**config.mk**
```make
export PLATFORM = sky130hd
export DESIGN_NAME = workout_sequencer_flat
export DESIGN_NICKNAME = d
export VERILOG_FILES = /design/src/rtl/workout_sequencer_if.sv /design/src/rtl/workout_sequencer.sv /design/src/flat_wrapper.sv
export SDC_FILE = /design/constraint.sdc
export NUM_CORES = 1
export LEC_CHECK = 0
export BUFFER_PORTS_ARGS = -buffer_cell sky130_fd_sc_hd__buf_2
export CAP_MARGIN = 20
export CELL_PAD_IN_SITES_DETAIL_PLACEMENT = 1
export CELL_PAD_IN_SITES_GLOBAL_PLACEMENT = 2
export CORE_MARGIN = 5
export CORE_UTILIZATION = 27
export CTS_CLUSTER_DIAMETER = 40
export DETAILED_ROUTE_END_ITERATION = 16
export PLACE_DENSITY_LB_ADDON = 0.1
export SLEW_MARGIN = 20
export SYNTH_ARGS = -nofsm -noshare
export SYNTH_HDL_FRONTEND = slang
export SYNTH_SLANG_ARGS = --single-unit
export TNS_END_PERCENT = 1
```
**constraint.sdc**
```tcl
create_clock -name clk -period 2.1 [get_ports clk]
set_input_delay 0.315 -clock clk [delete_from_list [all_inputs] [get_ports clk]]
set_output_delay 0.315 -clock clk [all_outputs]
set_load 0.01 [all_outputs]
```
**src/rtl/workout_sequencer_if.sv**
```systemverilog
`default_nettype none
// ============================================================================
//  Module      : workout_sequencer_if
//  Description : Control/timer/status bundle of the interval-workout sequencer.
//                master = user-control, timer and display side
//                slave  = the sequencer itself
//  Revision    : 1.0  initial release
// ============================================================================
interface workout_sequencer_if #(
    parameter int DUR_W   = 32,
    parameter int ROUND_W = 8
) ();
    // user control
    logic               start;
    logic               pause;
    logic               resume;
    logic               abort;
    logic [DUR_W-1:0]   cfg_warmup;
    logic [DUR_W-1:0]   cfg_work;
    logic [DUR_W-1:0]   cfg_rest;
    logic [DUR_W-1:0]   cfg_cool;
    logic [ROUND_W-1:0] cfg_rounds;
    // phase timer
    logic               tmr_timeout;
    logic               tmr_rst;
    logic               tmr_enable;
    logic [DUR_W-1:0]   tmr_duration;
    // status
    logic [2:0]         phase;
    logic [ROUND_W-1:0] round;
    logic               paused;
    logic               busy;
    logic               phase_start;
    logic               done;

    modport master (
        output start, pause, resume, abort,
        output cfg_warmup, cfg_work, cfg_rest, cfg_cool, cfg_rounds,
        output tmr_timeout,
        input  tmr_rst, tmr_enable, tmr_duration,
        input  phase, round, paused, busy, phase_start, done
    );

    modport slave (
        input  start, pause, resume, abort,
        input  cfg_warmup, cfg_work, cfg_rest, cfg_cool, cfg_rounds,
        input  tmr_timeout,
        output tmr_rst, tmr_enable, tmr_duration,
        output phase, round, paused, busy, phase_start, done
    );
endinterface
`default_nettype wire

```
**src/rtl/workout_sequencer.sv**
```systemverilog
`default_nettype none
// ============================================================================
//  Module      : workout_sequencer
//  Description : Sequences one shared phase timer through warm-up, N work/rest
//                rounds and cool-down; reports phase, round and pause state.
//  Revision    : 1.0  initial release
// ============================================================================
module workout_sequencer #(
    parameter int DUR_W   = 32,
    parameter int ROUND_W = 8
) (
    input  logic               clk,
    input  logic               rst,
    workout_sequencer_if.slave bus
);

    typedef enum logic [2:0] {
        S_IDLE   = 3'd0,
        S_START  = 3'd1,
        S_WARMUP = 3'd2,
        S_WORK   = 3'd3,
        S_REST   = 3'd4,
        S_COOL   = 3'd5,
        S_DONE   = 3'd6
    } state_t;

    state_t             state_q;
    state_t             state_next;
    logic [ROUND_W-1:0] round_q;
    logic [ROUND_W-1:0] round_next;
    logic               paused_q;
    logic               paused_next;
    logic               abort_take;
    logic [DUR_W-1:0]   duration_next;
    logic               phase_start_next;
    logic               in_phase;

    // configuration captured at start; later cfg_* changes are invisible
    logic [DUR_W-1:0]   lat_warmup;
    logic [DUR_W-1:0]   lat_work;
    logic [DUR_W-1:0]   lat_rest;
    logic [DUR_W-1:0]   lat_cool;
    logic [ROUND_W-1:0] lat_rounds;

    // registered status outputs
    logic               tmr_rst_q;
    logic [DUR_W-1:0]   duration_q;
    logic               busy_q;
    logic               phase_start_q;
    logic               done_q;

    assign in_phase = (state_q inside {S_WARMUP, S_WORK, S_REST, S_COOL});

    // Next-state, round and pause decisions; abort overrides timeout, which overrides pause/resume
    always_comb begin
        state_next       = state_q;
        round_next       = round_q;
        paused_next      = paused_q;
        abort_take       = 1'b0;
        duration_next    = '0;
        phase_start_next = 1'b0;

        case (state_q)
            S_IDLE: begin
                if (bus.start) begin
                    state_next = S_START;
                    round_next = '0;
                end
            end
            S_START:  state_next = S_WARMUP;
            S_WARMUP: begin
                if (bus.tmr_timeout) begin
                    state_next = S_WORK;
                    round_next = round_q + ROUND_W'(1);
                end
            end
            S_WORK: begin
                if (bus.tmr_timeout) begin
                    // the last work round goes straight to cool-down, no rest
                    state_next = (round_q >= lat_rounds) ? S_COOL : S_REST;
                end
            end
            S_REST: begin
                if (bus.tmr_timeout) begin
                    state_next = S_WORK;
                    round_next = round_q + ROUND_W'(1);
                end
            end
            S_COOL: begin
                if (bus.tmr_timeout) begin
                    state_next = S_DONE;
                end
            end
            S_DONE: begin
                state_next = S_IDLE;
                round_next = '0;
            end
            default: begin
                state_next = S_IDLE;
                round_next = '0;
            end
        endcase

        // a simultaneous pause and resume cancel each other out
        if (in_phase && (bus.pause != bus.resume)) begin
            paused_next = bus.pause;
        end

        // pause only has meaning inside a timed phase
        if (!(state_next inside {S_WARMUP, S_WORK, S_REST, S_COOL})) begin
            paused_next = 1'b0;
        end

        if (bus.abort && (state_q != S_IDLE)) begin
            state_next  = S_IDLE;
            round_next  = '0;
            paused_next = 1'b0;
            abort_take  = 1'b1;
        end

        case (state_next)
            S_WARMUP: duration_next = lat_warmup;
            S_WORK:   duration_next = lat_work;
            S_REST:   duration_next = lat_rest;
            S_COOL:   duration_next = lat_cool;
            default:  duration_next = '0;
        endcase

        phase_start_next = (state_next inside {S_WARMUP, S_WORK, S_REST, S_COOL}) &&
                           (state_next != state_q);
    end

    // State register plus registered copies of every status output
    always_ff @(posedge clk) begin
        if (rst) begin
            state_q       <= S_IDLE;
            round_q       <= '0;
            paused_q      <= 1'b0;
            tmr_rst_q     <= 1'b0;
            duration_q    <= '0;
            busy_q        <= 1'b0;
            phase_start_q <= 1'b0;
            done_q        <= 1'b0;
        end else begin
            state_q       <= state_next;
            round_q       <= round_next;
            paused_q      <= paused_next;
            tmr_rst_q     <= abort_take || (state_next == S_START);
            duration_q    <= duration_next;
            busy_q        <= (state_next != S_IDLE);
            phase_start_q <= phase_start_next;
            done_q        <= (state_next == S_DONE);
        end
    end

    // Capture the workout configuration when a start is accepted
    always_ff @(posedge clk) begin
        if (rst) begin
            lat_warmup <= '0;
            lat_work   <= '0;
            lat_rest   <= '0;
            lat_cool   <= '0;
            lat_rounds <= ROUND_W'(1);
        end else if ((state_q == S_IDLE) && bus.start) begin
            lat_warmup <= bus.cfg_warmup;
            lat_work   <= bus.cfg_work;
            lat_rest   <= bus.cfg_rest;
            lat_cool   <= bus.cfg_cool;
            lat_rounds <= (bus.cfg_rounds == '0) ? ROUND_W'(1) : bus.cfg_rounds;
        end
    end

    // tmr_enable stays combinational so the timer never counts in its timeout cycle
    assign bus.tmr_enable   = in_phase & ~paused_q & ~bus.tmr_timeout;
    assign bus.tmr_rst      = tmr_rst_q;
    assign bus.tmr_duration = duration_q;
    assign bus.phase        = state_q;
    assign bus.round        = round_q;
    assign bus.paused       = paused_q;
    assign bus.busy         = busy_q;
    assign bus.phase_start  = phase_start_q;
    assign bus.done         = done_q;

endmodule
`default_nettype wire

```
**src/flat_wrapper.sv**
```systemverilog
// flat-port wrapper written by rule: the top's interface ports become plain ports
module workout_sequencer_flat 
#(
    parameter int DUR_W   = 32,
    parameter int ROUND_W = 8
)
  (clk, rst, bus_start, bus_pause, bus_resume, bus_abort, bus_cfg_warmup, bus_cfg_work, bus_cfg_rest, bus_cfg_cool, bus_cfg_rounds, bus_tmr_timeout, bus_tmr_rst, bus_tmr_enable, bus_tmr_duration, bus_phase, bus_round, bus_paused, bus_busy, bus_phase_start, bus_done);
  workout_sequencer_if #(.DUR_W(DUR_W), .ROUND_W(ROUND_W)) bus_i ();
  input  logic clk;
  input  logic rst;
  input wire logic [$bits(bus_i.start)-1:0] bus_start;
  input wire logic [$bits(bus_i.pause)-1:0] bus_pause;
  input wire logic [$bits(bus_i.resume)-1:0] bus_resume;
  input wire logic [$bits(bus_i.abort)-1:0] bus_abort;
  input wire logic [$bits(bus_i.cfg_warmup)-1:0] bus_cfg_warmup;
  input wire logic [$bits(bus_i.cfg_work)-1:0] bus_cfg_work;
  input wire logic [$bits(bus_i.cfg_rest)-1:0] bus_cfg_rest;
  input wire logic [$bits(bus_i.cfg_cool)-1:0] bus_cfg_cool;
  input wire logic [$bits(bus_i.cfg_rounds)-1:0] bus_cfg_rounds;
  input wire logic [$bits(bus_i.tmr_timeout)-1:0] bus_tmr_timeout;
  output wire logic [$bits(bus_i.tmr_rst)-1:0] bus_tmr_rst;
  output wire logic [$bits(bus_i.tmr_enable)-1:0] bus_tmr_enable;
  output wire logic [$bits(bus_i.tmr_duration)-1:0] bus_tmr_duration;
  output wire logic [$bits(bus_i.phase)-1:0] bus_phase;
  output wire logic [$bits(bus_i.round)-1:0] bus_round;
  output wire logic [$bits(bus_i.paused)-1:0] bus_paused;
  output wire logic [$bits(bus_i.busy)-1:0] bus_busy;
  output wire logic [$bits(bus_i.phase_start)-1:0] bus_phase_start;
  output wire logic [$bits(bus_i.done)-1:0] bus_done;
  assign bus_i.start = bus_start;
  assign bus_i.pause = bus_pause;
  assign bus_i.resume = bus_resume;
  assign bus_i.abort = bus_abort;
  assign bus_i.cfg_warmup = bus_cfg_warmup;
  assign bus_i.cfg_work = bus_cfg_work;
  assign bus_i.cfg_rest = bus_cfg_rest;
  assign bus_i.cfg_cool = bus_cfg_cool;
  assign bus_i.cfg_rounds = bus_cfg_rounds;
  assign bus_i.tmr_timeout = bus_tmr_timeout;
  assign bus_tmr_rst = bus_i.tmr_rst;
  assign bus_tmr_enable = bus_i.tmr_enable;
  assign bus_tmr_duration = bus_i.tmr_duration;
  assign bus_phase = bus_i.phase;
  assign bus_round = bus_i.round;
  assign bus_paused = bus_i.paused;
  assign bus_busy = bus_i.busy;
  assign bus_phase_start = bus_i.phase_start;
  assign bus_done = bus_i.done;
  workout_sequencer #(.DUR_W(DUR_W), .ROUND_W(ROUND_W)) u_core (.clk(clk), .rst(rst), .bus(bus_i));
endmodule
```
# Yosys cells after proc, flatten, opt, wreduce, memory -nomap -nowiden
# Cells that the tools add are included.
[word_totals]
elab_cells = 70
output_inout_bits = 49
in_bits = 143
ff_bits = 184
[op_classes]
n_mux = 13
magnitude_cmp = 1
addsub = 1
n_reduce_logical = 17
bitwise = 6
n_eq_ne = 19
[op_table]
columns = ["operator", "n"]
rows = [
  ["32-bit case mux with 4 select lines", 1],
  ["8-bit two-way mux", 3],
  ["8-bit case mux with 3 select lines", 1],
  ["3-bit equality test (second input constant)", 7],
  ["3-bit by 2-bit equality test with 1-bit output (second input constant)", 6],
  ["3-bit two-way mux", 5],
  ["3-bit case mux with 5 select lines", 1],
  ["4-bit nonzero test", 3],
  ["8-bit by 1-bit adder with 8-bit output (second input constant)", 1],
  ["8-bit greater-or-equal comparator", 1],
  ["8-bit zero test", 1],
  ["3-bit by 1-bit equality test with 1-bit output (second input constant)", 2],
  ["3-bit nonzero test", 2],
  ["3-bit OR reduction", 2],
  ["1-bit logical AND", 4],
  ["1-bit NOT", 4],
  ["2-bit OR reduction", 2],
  ["3-bit zero test", 1],
  ["3-bit inequality test", 1],
  ["3-bit AND reduction", 1],
  ["1-bit bitwise AND", 2],
  ["1-bit two-way mux", 2],
  ["2-bit by 1-bit inequality test with 1-bit output (second input constant)", 1],
  ["2-bit inequality test (second input constant)", 1],
  ["other kinds (2)", 2],
]

# Longest topological paths before layout
# Gate-level depths: netlist of run 1.
[depth]
word_depth = 8
depth_mapped = 10

# Least setup slack after synthesis of run 1
# No wires, ideal clock.
[synth_path]
kind = "register -> register"
startpoint = "reg u_core.round_q[1] (netlist: u_core.bus.round[1])"
endpoint = "reg u_core.duration_q[0] (netlist: u_core.bus.tmr_duration[0])"
path_buffers = 1
required_time_ns = 2.030
path_stages_with_launch = 9
arrival_ns = 2.089
slack_ns = -0.060
synth_period_minus_slack_ns = 2.160
cell_sequence = "dfxtp_1 ha_1 nor2b_1 o211a_1 o311ai_1 a21oi_2 a21boi_1 buf_2 o2bb2ai_1"
[synth_between]
elab_chain_len = 7
elab_cells_between_ends = 10
[synth_lines]
columns = ["item", "line_no", "rtl"]
rows = [
  ["start: declaration", "workout_sequencer.sv:29", "logic [ROUND_W-1:0] round_q;"],
  ["start signal: assignment", "workout_sequencer.sv:146", "round_q <= round_next;"],
  ["8-bit greater-or-equal comparator (*)", "workout_sequencer.sv:80", "state_next = (round_q >= lat_rounds) ? S_COOL : S_REST;"],
  ["1-bit two-way mux (*)", "workout_sequencer.sv:80", ""],
  ["3-bit two-way mux (*)", "workout_sequencer.sv:78", "if (bus.tmr_timeout) begin"],
  ["3-bit case mux with 5 select lines (*)", "workout_sequencer.sv:63", "case (state_q)"],
  ["3-bit two-way mux (*)", "workout_sequencer.sv:114", "if (bus.abort && (state_q != S_IDLE)) begin"],
  ["3-bit equality test / 3-bit by 2-bit equality test with 1-bit output (equally long branches)", "workout_sequencer.sv:121", "case (state_next)"],
  ["32-bit case mux with 4 select lines (*)", "workout_sequencer.sv:121", ""],
  ["end signal: assignment", "workout_sequencer.sv:149", "duration_q <= duration_next;"],
  ["end: declaration", "workout_sequencer.sv:47", "logic [DUR_W-1:0] duration_q;"],
]
# Every way passes the cells marked *; elsewhere a longest branch is shown, timed or not.
# A chain may end at the register's enable or synchronous reset.

# Worst setup path after layout of run 1
[layout_path]
startpoint = "reg u_core.lat_rounds[1]"
endpoint = "reg u_core.duration_q[8] (netlist: u_core.bus.tmr_duration[8])"
[layout_between]
elab_chain_len = 7
elab_cells_between_ends = 10
[layout_lines]
columns = ["item", "line_no", "rtl"]
rows = [
  ["start: declaration", "workout_sequencer.sv:43", "logic [ROUND_W-1:0] lat_rounds;"],
  ["start signal: assignment", "workout_sequencer.sv:169", "lat_rounds <= (bus.cfg_rounds == '0) ? ROUND_W'(1) : bus.cfg_rounds;"],
  ["8-bit greater-or-equal comparator (*)", "workout_sequencer.sv:80", ""],
  ["1-bit two-way mux (*)", "workout_sequencer.sv:80", ""],
  ["3-bit two-way mux (*)", "workout_sequencer.sv:78", ""],
  ["3-bit case mux with 5 select lines (*)", "workout_sequencer.sv:63", ""],
  ["3-bit two-way mux (*)", "workout_sequencer.sv:114", ""],
  ["3-bit equality test / 3-bit by 2-bit equality test with 1-bit output (equally long branches)", "workout_sequencer.sv:121", ""],
  ["32-bit case mux with 4 select lines (*)", "workout_sequencer.sv:121", ""],
]
# Marks and branches as above.

==> impl_metrics.csv, run 1 <==
group,metric,value,unit
setup_path,path_max_fanout,7,
logic_synthesis,synth_ff_type,"dfxtp_1",
logic_synthesis,async_reset_ff_frac,0,
global_route,overflow,0,
setup_path,crit_arrival,2.49,ns
logic_synthesis,synthTopCellsByArea,"dfxtp_1 (51%), nand2_1 (15%), a21oi_1 (13%)",
routing,drcViolationCount,0,
setup_path,crit_family,"compound AO/OA/AOI/OAI gates",
setup_path,critPathLaunchType,"flop",
sta,tightest_slew,0.775,ns
cts,clock-sinks,184,
global_route,antenna_found_initial,1,
routing,wl,24.9,mm
routing,wl_per_cell,17.6,um
sta,slew_headroom,0.483,
global_route,grt_pass1_wl,39.0,mm
placement,io_buffers,191,
logic_synthesis,syn_area,7160,um^2
sta,finClkSkew,0.0126,ns
logic_synthesis,synth_area_per_cell,8.16,um^2
finish,areaGrowthSynthToFinish,34.1,%
logic_synthesis,synthesis.nets,1030,
routing,dr_total_vias,6674,
placement,gp_congestion,0.743,
setup_path,crit_buf_inv,4,
sta,timing.final.crit_share,1.01,
sta,tns,-0.346,ns
logic_synthesis,ys_types,42,
floorplanning,start_util,0.275,
cts,cts_buffer_depth,2,
sta,slew_viol_final,0,
logic_synthesis,synthCells,877,
cts,h-tree-depth,4,
status,status,"complete, but fails checks",
status,violations,"setup timing",
setup_path,cp_cell_sequence,"inv_2, ha_4, nor2b_1, o211a_1, o311ai_1, buf_4, a21oi_4, a21boi_4, buf_12, buf_12, o2bb2ai_1",
global_route,grt_start_max_net_pins,140,
routing,drtIter0Drc,299,
floorplanning,io-pin-count,192,
sta,worst_slack,-0.0291,ns
logic_synthesis,yosysWarnings,0,
sta,hold_viol,0,
cts,cts_tree,"built",
logic_synthesis,synth.most_common_cell,"nand2_1",
global_route,grt_busiest_layer,"met2",
setup_path,cp.required,2.46,ns
global_route,met2_usage,0.267,
finish,n_antenna_cell,0,
global_route,track_usage,0.161,
sta,rsz0062_at_grt,"true",
pwr,ir_worst_vdd,0.514,mV
floorplanning,fp.dieH,173,um
placement,hpwlAfterDp,17.1,mm
logic_synthesis,yosys.area.top_type,"dfxtp_1",
cts,cts_root_buf,"clkbuf_16",
min_path,min_path_type,"input port to flop",
global_route,grt_use_met3,0.0345,
finish,nets,1215,
logic_synthesis,synth_commonest_cells,"nand2_1 (280), dfxtp_1 (184), a21oi_1 (179)",
logic_synthesis,synth_edf_count,0,
setup_path,r2r_setup_slack,-0.03,ns
job,cap_violations,0,
routing,viasPerCell,4.73,
logic_synthesis,ys_seq_area_frac,0.515,
setup_path,cpMostUsedCell,"buf_12",
floorplanning,core_region_area,26100,um^2
floorplanning,rows,59,
setup_path,crit_slowest_cell,"dfxtp_2",
sta,setup_viol,23,
sta,clock.fmax,470,MHz
setup_path,cpPeakStageDelay,0.34,ns
cts,clk_latency,0.43,ns
floorplanning,dieWidth,173,um
logic_synthesis,ys_ff_latch,184,
routing,ant_nets,0,
setup_path,crit_type,"flop to flop",
finish,final_layout_size_suffix_gt1_frac,0.284,
setup_path,crit_path_end_kind,"flop",
cts,clk_pin_slew,0.08,ns
global_route,met1_usage,0.214,
placement,place_worst_setup_slack,-0.0557,ns
pwr,leakagePower,3.98,nW
sta,finalCriticalPeriod,2.13,ns
floorplanning,die_area,29900,um^2
logic_synthesis,yosys.area.top_type_share,0.515,
global_route,first_global_vias,7105,
routing,first_pass_iters,4,
pwr,powerDensity,876,nW/um^2
cts,cts_buffers,17,
[per-stage QoR]
stage	cell area (um^2)	power, W	hold slack (ns)	cells	util
2_1_floorplan	7160	0.00471	0.432	877	-
3_3_place_gp	8720	0.00534	0.440	1372	0.335
3_5_place_dp	8720	0.00535	0.446	1372	0.335
4_1_cts	9410	0.00853	0.0888	1407	0.361
5_1_grt	9600	0.00887	0.101	1410	0.368
6_report	9600	0.00841	0.112	1410	0.368
[placed cells by master, fill, tap and decap left out, drive strengths merged, types with 3 or more instances in the layout]
master	Yosys	final
a21oi	181	181
a221oi	32	32
and3	3	3
buf	16	233
clkbuf	53	21
clkinv	0	4
dfxtp	184	184
ha	10	10
inv	12	19
nand2	280	280
nand2b	5	5
nand4	4	4
nor2	15	15
nor2b	5	5
nor3	3	3
o21ai	8	8
o2bb2ai	32	32
or3	3	3
xor2	6	6
[cell type report]
type / count / area, um^2
Timing Repair Buffer: 235 / 1510
Clock buffer: 19 / 433
Tap cell: 335 / 419
Sequential cell: 184 / 3690
Fill cell: 3157 / 16500
Clock inverter: 13 / 131
Inverter: 12 / 45.0
Multi-Input combinational cell: 612 / 3370
[power by group]
group          leakage [nW]  switching, W  total, W  internal (W)
Clock                 0.271       0.00152   0.00310       0.00158
Sequential             1.52      0.000161   0.00395       0.00378
Combinational          2.19      0.000798   0.00136      0.000561
Total                  3.98       0.00248   0.00841       0.00593
[per-layer routing]
layer  wire [um]  vias to the layer above
met1       11800                     3149
met5           7                        -
met2       11900                      128
li1            -                     3374
met3         969                       21
met4         224                        2
[registers in the layout (all words and copies together) (netlist names), 3 cells and up]
register and cells:
u_core.lat_cool 32, u_core.lat_warmup 32, u_core.bus.tmr_duration 32, u_core.bus.phase 3, u_core.bus.round 8, u_core.lat_work 32
u_core.lat_rounds 8, u_core.lat_rest 32
[worst paths after layout]
kind	from	to	depth (start not counted)
setup / recovery	u_core.lat_rounds[1]	u_core.bus.tmr_duration[8]	11
hold / removal	bus_cfg_rest[22]	u_core.lat_rest[22]	3
setup reg to reg	u_core.lat_rounds[1]	u_core.bus.tmr_duration[8]	11
hold reg to reg	u_core.lat_work[17]	u_core.lat_work[17]	2
[tightest hold or removal path: stages]
cell and delay [ns]:
buf_2 0.09, nand2_1 0.05, a21oi_1 0.05
[cells by family (layout without fill, tap and decap cells)]
logic type,Yosys count,count (layout),synth area share
fa+ha+maj,10,10,0.0175
buf+inv,81,279,0.0451
mux,1,1,0.00140
xor+xnor,8,8,0.00979
simple gates,328,328,0.186
compound gates,265,265,0.226
flops,184,184,0.515
[repair_timing]
item / in CTS / in global routing
hold buffers: 0 / 0
gates cloned: 1 / 2
pin swaps: 2 / 2
setup buffers: 2 / 1
setup endpoints to repair: 33 / 50
gates resized for setup: 15 / 22
Power figures use the tool's default switching activity.
==> run 2, diff against run 1 <==
--- a/config.mk
+++ b/config.mk
@@ -7,13 +7,11 @@
 export LEC_CHECK = 0
 export BUFFER_PORTS_ARGS = -buffer_cell sky130_fd_sc_hd__buf_2
 export CAP_MARGIN = 20
-export CELL_PAD_IN_SITES_DETAIL_PLACEMENT = 1
-export CELL_PAD_IN_SITES_GLOBAL_PLACEMENT = 2
 export CORE_MARGIN = 5
-export CORE_UTILIZATION = 27
+export CORE_UTILIZATION = 40
 export CTS_CLUSTER_DIAMETER = 40
 export DETAILED_ROUTE_END_ITERATION = 16
-export PLACE_DENSITY_LB_ADDON = 0.1
+export PLACE_DENSITY = 0.66
 export SLEW_MARGIN = 20
 export SYNTH_ARGS = -nofsm -noshare
 export SYNTH_HDL_FRONTEND = slang
==> impl_metrics.csv, run 2 (same netlist as run 1, synthesis figures left out) <==
group,metric,value,unit
setup_path,path_max_fanout,15,
cts,cts_tree,"built",
cts,cts_root_buf,"clkbuf_16",
finish,final_layout_size_suffix_gt1_frac,0.285,
global_route,track_usage,0.199,
setup_path,r2r-start,"u_core.bus.phase[2]",
placement,gp_congestion,0.843,
floorplanning,die_area,20700,um^2
placement,dp.cells,1264,
cts,h-tree-depth,4,
global_route,overflow,0,
floorplanning,start_util,0.403,
floorplanning,core_region_area,17800,um^2
global_route,first_global_vias,6367,
sta,tightest_slew,0.675,ns
routing,wl,20.9,mm
finish,n_antenna_cell,0,
global_route,grt_pass1_wl,32.8,mm
placement,hpwlAfterDp,13.6,mm
cts,clock-sinks,184,
cts,clk_pin_slew,0.06,ns
finish,fin_cells,1302,
min_path,min_from,"bus_cfg_warmup[5]",
finish,final_common_cell,"nand2_1",
setup_path,critPathLaunch,"u_core.bus.phase[2]",
setup_path,crit_path_end_kind,"flop",
pwr,leakagePower,3.98,nW
cts,cts_buffer_depth,2,
status,status,"complete, but fails checks",
routing,drtIter0Drc,387,
floorplanning,rows,49,
finish,areaGrowthSynthToFinish,32.0,%
routing,drcViolationCount,0,
setup_path,crit_arrival,2.42,ns
floorplanning,dieWidth,144,um
min_path,min_path_type,"input port to flop",
routing,wl_per_cell,16.0,um
pwr,ir_worst_vdd,0.589,mV
floorplanning,io-pin-count,192,
pwr,powerDensity,908,nW/um^2
routing,viasPerCell,5.08,
cts,cts_buffers,17,
sta,worst_hold_slack,0.124,ns
setup_path,cp_cell_sequence,"or4b_4, o211ai_2, a211oi_2, a21o_1, buf_4, a221oi_1, o2bb2ai_2",
setup_path,crit_slowest_cell,"or4b_4",
sta,clock.fmax,472,MHz
sta,setup_viol,9,
setup_path,critPathLaunchType,"flop",
job,cap_violations,0,
finish,final_area,9450,um^2
sta,slew_headroom,0.550,
sta,finClkSkew,0.00590,ns
sta,timing.final.crit_share,1.01,
finish,nets,1214,
sta,slew_viol_final,0,
sta,worst_slack,-0.0187,ns
floorplanning,fp.dieH,144,um
cts,clk_latency,0.42,ns
placement,place_worst_setup_slack,-0.0790,ns
sta,finalCriticalPeriod,2.12,ns
cts,holdBufCountCts,0,
finish,final_cell_mix,"nand2_1 (280), buf_2 (190), dfxtp_1 (180)",
routing,ant_nets,0,
global_route,antenna_found_initial,0,
placement,io_buffers,191,
sta,hold_viol,0,
sta,rsz0062_at_grt,"true",
setup_path,cp.required,2.40,ns
pwr,finalPower,0.00858,W
routing,first_pass_iters,4,
global_route,grt_start_max_net_pins,140,
placement,dpl_cell_area,8520,um^2
routing,dr_total_vias,6613,
status,violations,"setup timing",
setup_path,cpPeakStageDelay,0.57,ns
setup_path,crit_type,"flop to flop",
[run 2: cell count changes in the layout (fill, tap and decap cells not counted), sizes merged]
cell    change
clkbuf      +1
bufinv      +3
inv         -5
clkinv      -1
[run 2: what timing repair did]
item                                    in CTS  in global routing
endpoints found under the setup margin      32                 81
resized for setup                            8                 39
pin swaps                                    4                  6
cloned                                       2                  1
setup buffers                                4                  2
[run 2: final cells by class]
class	instances	area, um^2
Tap cell	229	287
Inverter	12	45.0
Sequential cell	184	3690
Clock inverter	10	141
Timing Repair Buffer	234	1440
Multi-Input combinational cell	612	3380
Clock buffer	21	470
Fill cell	1754	8330
[run 2: path summary, 6_finish.rpt]
kind	cells past startpoint	slack, ns	endpoint
max	7	-0.02	u_core.bus.tmr_duration[11]
min reg2reg	2	0.46	u_core.lat_work[18]
min	3	0.12	u_core.lat_warmup[5]
max reg2reg	7	-0.02	u_core.bus.tmr_duration[11]
[run 2: stage by stage]
stage | TNS [ns] | util
2_1_floorplan | -0.651 | -
3_3_place_gp | 0 | 0.479
3_5_place_dp | -2.04 | 0.479
4_1_cts | -1.31 | 0.521
5_1_grt | -2.94 | 0.531
6_report | -0.0605 | 0.531
[run 2: per-layer routing]
metal,routed length (um),vias up,global-route usage
met2,9910,163,0.318
met5,0,-,0
met4,269,0,0.0575
li1,-,3370,-
met3,1010,19,0.0326
met1,9710,3061,0.279
[run 2: where the power goes]
part / internal [W] / switching, W / leakage, nW
sequential: 0.00379 / 0.000150 / 1.52
combinational: 0.000549 / 0.000774 / 2.16
clock: 0.00197 / 0.00135 / 0.296
[run 2: critical path, delay by kind of cell (launching register included)]
family | cells | cell delay, ns
AOI/OAI and AO/OA | 5 | 0.87
buffers and inverters | 1 | 0.22
DFF | 1 | 0.33
and+or+nand+nor | 1 | 0.57
==> run 3, diff against run 2 <==
--- a/config.mk
+++ b/config.mk
@@ -6,12 +6,11 @@
 export NUM_CORES = 1
 export LEC_CHECK = 0
 export BUFFER_PORTS_ARGS = -buffer_cell sky130_fd_sc_hd__buf_2
-export CAP_MARGIN = 20
 export CORE_MARGIN = 5
 export CORE_UTILIZATION = 40
 export CTS_CLUSTER_DIAMETER = 40
 export DETAILED_ROUTE_END_ITERATION = 16
-export PLACE_DENSITY = 0.66
+export PLACE_DENSITY = 0.74
 export SLEW_MARGIN = 20
 export SYNTH_ARGS = -nofsm -noshare
 export SYNTH_HDL_FRONTEND = slang
==> impl_metrics.csv, run 3 (same netlist as run 1, synthesis figures left out) <==
group,metric,value,unit
status,status,"complete, but fails checks",
status,violations,"setup timing",
sta,slew_headroom,0.407,
sta,tns,-0.0467,ns
finish,nets,1213,
cts,cts_buffer_depth,2,
floorplanning,dieWidth,144,um
sta,rsz0062_at_grt,"true",
pwr,p_clk_frac,0.377,
finish,final_cell_mix,"nand2_1 (279), buf_2 (190), dfxtp_1 (182)",
sta,timing.final.crit_share,1.01,
cts,cts_buffers,17,
setup_path,critPathLaunch,"u_core.lat_rounds[1]",
routing,wl_per_cell,15.8,um
global_route,antenna_found_initial,1,
setup_path,crit_type,"flop to flop",
finish,final_common_cell,"nand2_1",
cts,clk_pin_slew,0.07,ns
sta,worst_slack,-0.0161,ns
pwr,p_seq_frac,0.467,
setup_path,cp_cell_sequence,"inv_2, ha_4, nor2b_1, o211a_1, o311ai_2, buf_4, a21oi_4, a21boi_4, buf_12, clkbuf_16, o2bb2ai_1",
pwr,p_sw_frac,0.263,
pwr,powerDensity,895,nW/um^2
pwr,leakagePower,3.95,nW
finish,final_layout_size_suffix_gt1_frac,0.278,
global_route,grt_pass1_wl,31.3,mm
pwr,ir_worst_vdd,0.603,mV
sta,finalCriticalPeriod,2.12,ns
routing,viasPerCell,5.14,
sta,slew_viol_final,0,
finish,areaGrowthSynthToFinish,31.6,%
sta,setup_viol,9,
routing,drtIter0Drc,305,
sta,worst_hold_slack,0.121,ns
setup_path,crit_arrival,2.47,ns
floorplanning,core_region_area,17800,um^2
placement,io_buffers,191,
placement,hpwlAfterDp,13.6,mm
setup_path,cpPeakStageDelay,0.33,ns
setup_path,cp.required,2.45,ns
job,cap_violations,0,
setup_path,critPathLaunchType,"flop",
sta,hold_viol,0,
global_route,track_usage,0.188,
routing,dr_total_vias,6693,
global_route,first_global_vias,6372,
cts,holdBufCountCts,0,
sta,tightest_slew,0.889,ns
placement,dp.cells,1263,
setup_path,reg2reg_to,"u_core.bus.tmr_duration[27]",
setup_path,reg2regPathDepth,11,
min_path,whs_path_depth,3,
placement,gp_congestion,0.862,
pwr,pwr-share-comb,0.155,
min_path,min_path_type,"input port to flop",
floorplanning,io-pin-count,192,
min_path,hold_end,"u_core.lat_warmup[11]",
setup_path,crit_buf_inv,4,
routing,ant_nets,0,
cts,cts_root_buf,"clkbuf_16",
cts,clk_latency,0.43,ns
pwr,p_int,0.00622,W
floorplanning,start_util,0.403,
cts,h-tree-depth,4,
sta,finClkSkew,0.00948,ns
routing,wl,20.5,mm
cts,cts_tree,"built",
setup_path,r2r-start,"u_core.lat_rounds[1]",
setup_path,crit_path_end_kind,"flop",
setup_path,r2r_setup_slack,-0.02,ns
global_route,grt_start_max_net_pins,140,
pwr,p_switching,0.00222,W
global_route,overflow,0,
finish,fin_cells,1302,
setup_path,crit_family,"compound AO/OA/AOI/OAI gates",
sta,clock.fmax,473,MHz
floorplanning,fp.dieH,144,um
cts,clock-sinks,184,
routing,drcViolationCount,0,
setup_path,crit_slowest_cell,"dfxtp_2",
floorplanning,rows,49,
floorplanning,die_area,20700,um^2
finish,fillCellCount,1678,
min_path,min_from,"bus_cfg_warmup[11]",
setup_path,path_max_fanout,7,
routing,first_pass_iters,5,
run 3: worst max path at each step:
stage,to,slack [ns],depth (start not counted)
floorplan,u_core.bus.tmr_duration[0],-0.03,8
global placement,u_core.bus.tmr_duration[8],0.03,10
detailed placement,u_core.bus.tmr_duration[29],-0.04,10
CTS,u_core.bus.tmr_duration[23],0.003,11
global route,u_core.bus.tmr_duration[25],-0.08,11
finish,u_core.bus.tmr_duration[27],-0.02,11
run 3: repair_timing:
action	CTS	global route
pin swaps	2	2
resized for setup	11	32
cloned	1	2
endpoints found under the setup margin	33	33
setup buffers	3	4
run 3: worst min-delay path: stages:
cell and delay (ns):
buf_2 0.09, nand2_1 0.04, a21oi_1 0.05
run 3: layout make-up:
cell class	count	area (um^2)	share of cell area
clock inverter	6	88.8	0.00943
sequential	184	3690	0.391
inverter	12	45.0	0.00478
timing repair buffer	233	1450	0.154
multi-input combinational	612	3370	0.357
antenna	1	2.50	0.000266
tap	229	287	0.0304
clock buffer	25	495	0.0526
run 3: metrics by stage:
stage               setup WS (ns)  total power [W]  instance area, um^2  utilization
finish                    -0.0161          0.00843                 9420        0.530
global route              -0.0810          0.00881                 9420        0.530
CTS                       0.00298          0.00845                 9210        0.518
detailed placement        -0.0410          0.00525                 8540        0.481
global placement           0.0323          0.00522                 8540        0.481
floorplan                 -0.0326          0.00471                 7160            -
run 3: per-layer routing:
layer  vias to the layer above  routed length (um)  global-route usage
li1                       3374                   -                   -
met1                      3087                9240               0.249
met2                       201                9700               0.307
met3                        31                1200              0.0393
met4                         0                 401              0.0605
met5                         -                   0                   0
run 3: power groups by stage:
| stage | Combinational, W | Sequential (W) | Clock (W) |
|---|---|---|---|
| after detailed placement | 0.00125 | 0.00400 | 0 |
| after global routing | 0.00146 | 0.00396 | 0.00338 |
| after floorplan | 0.000687 | 0.00402 | 0 |
| after global placement | 0.00122 | 0.00401 | 0 |
| final | 0.00131 | 0.00394 | 0.00318 |
| after CTS | 0.00127 | 0.00393 | 0.00324 |
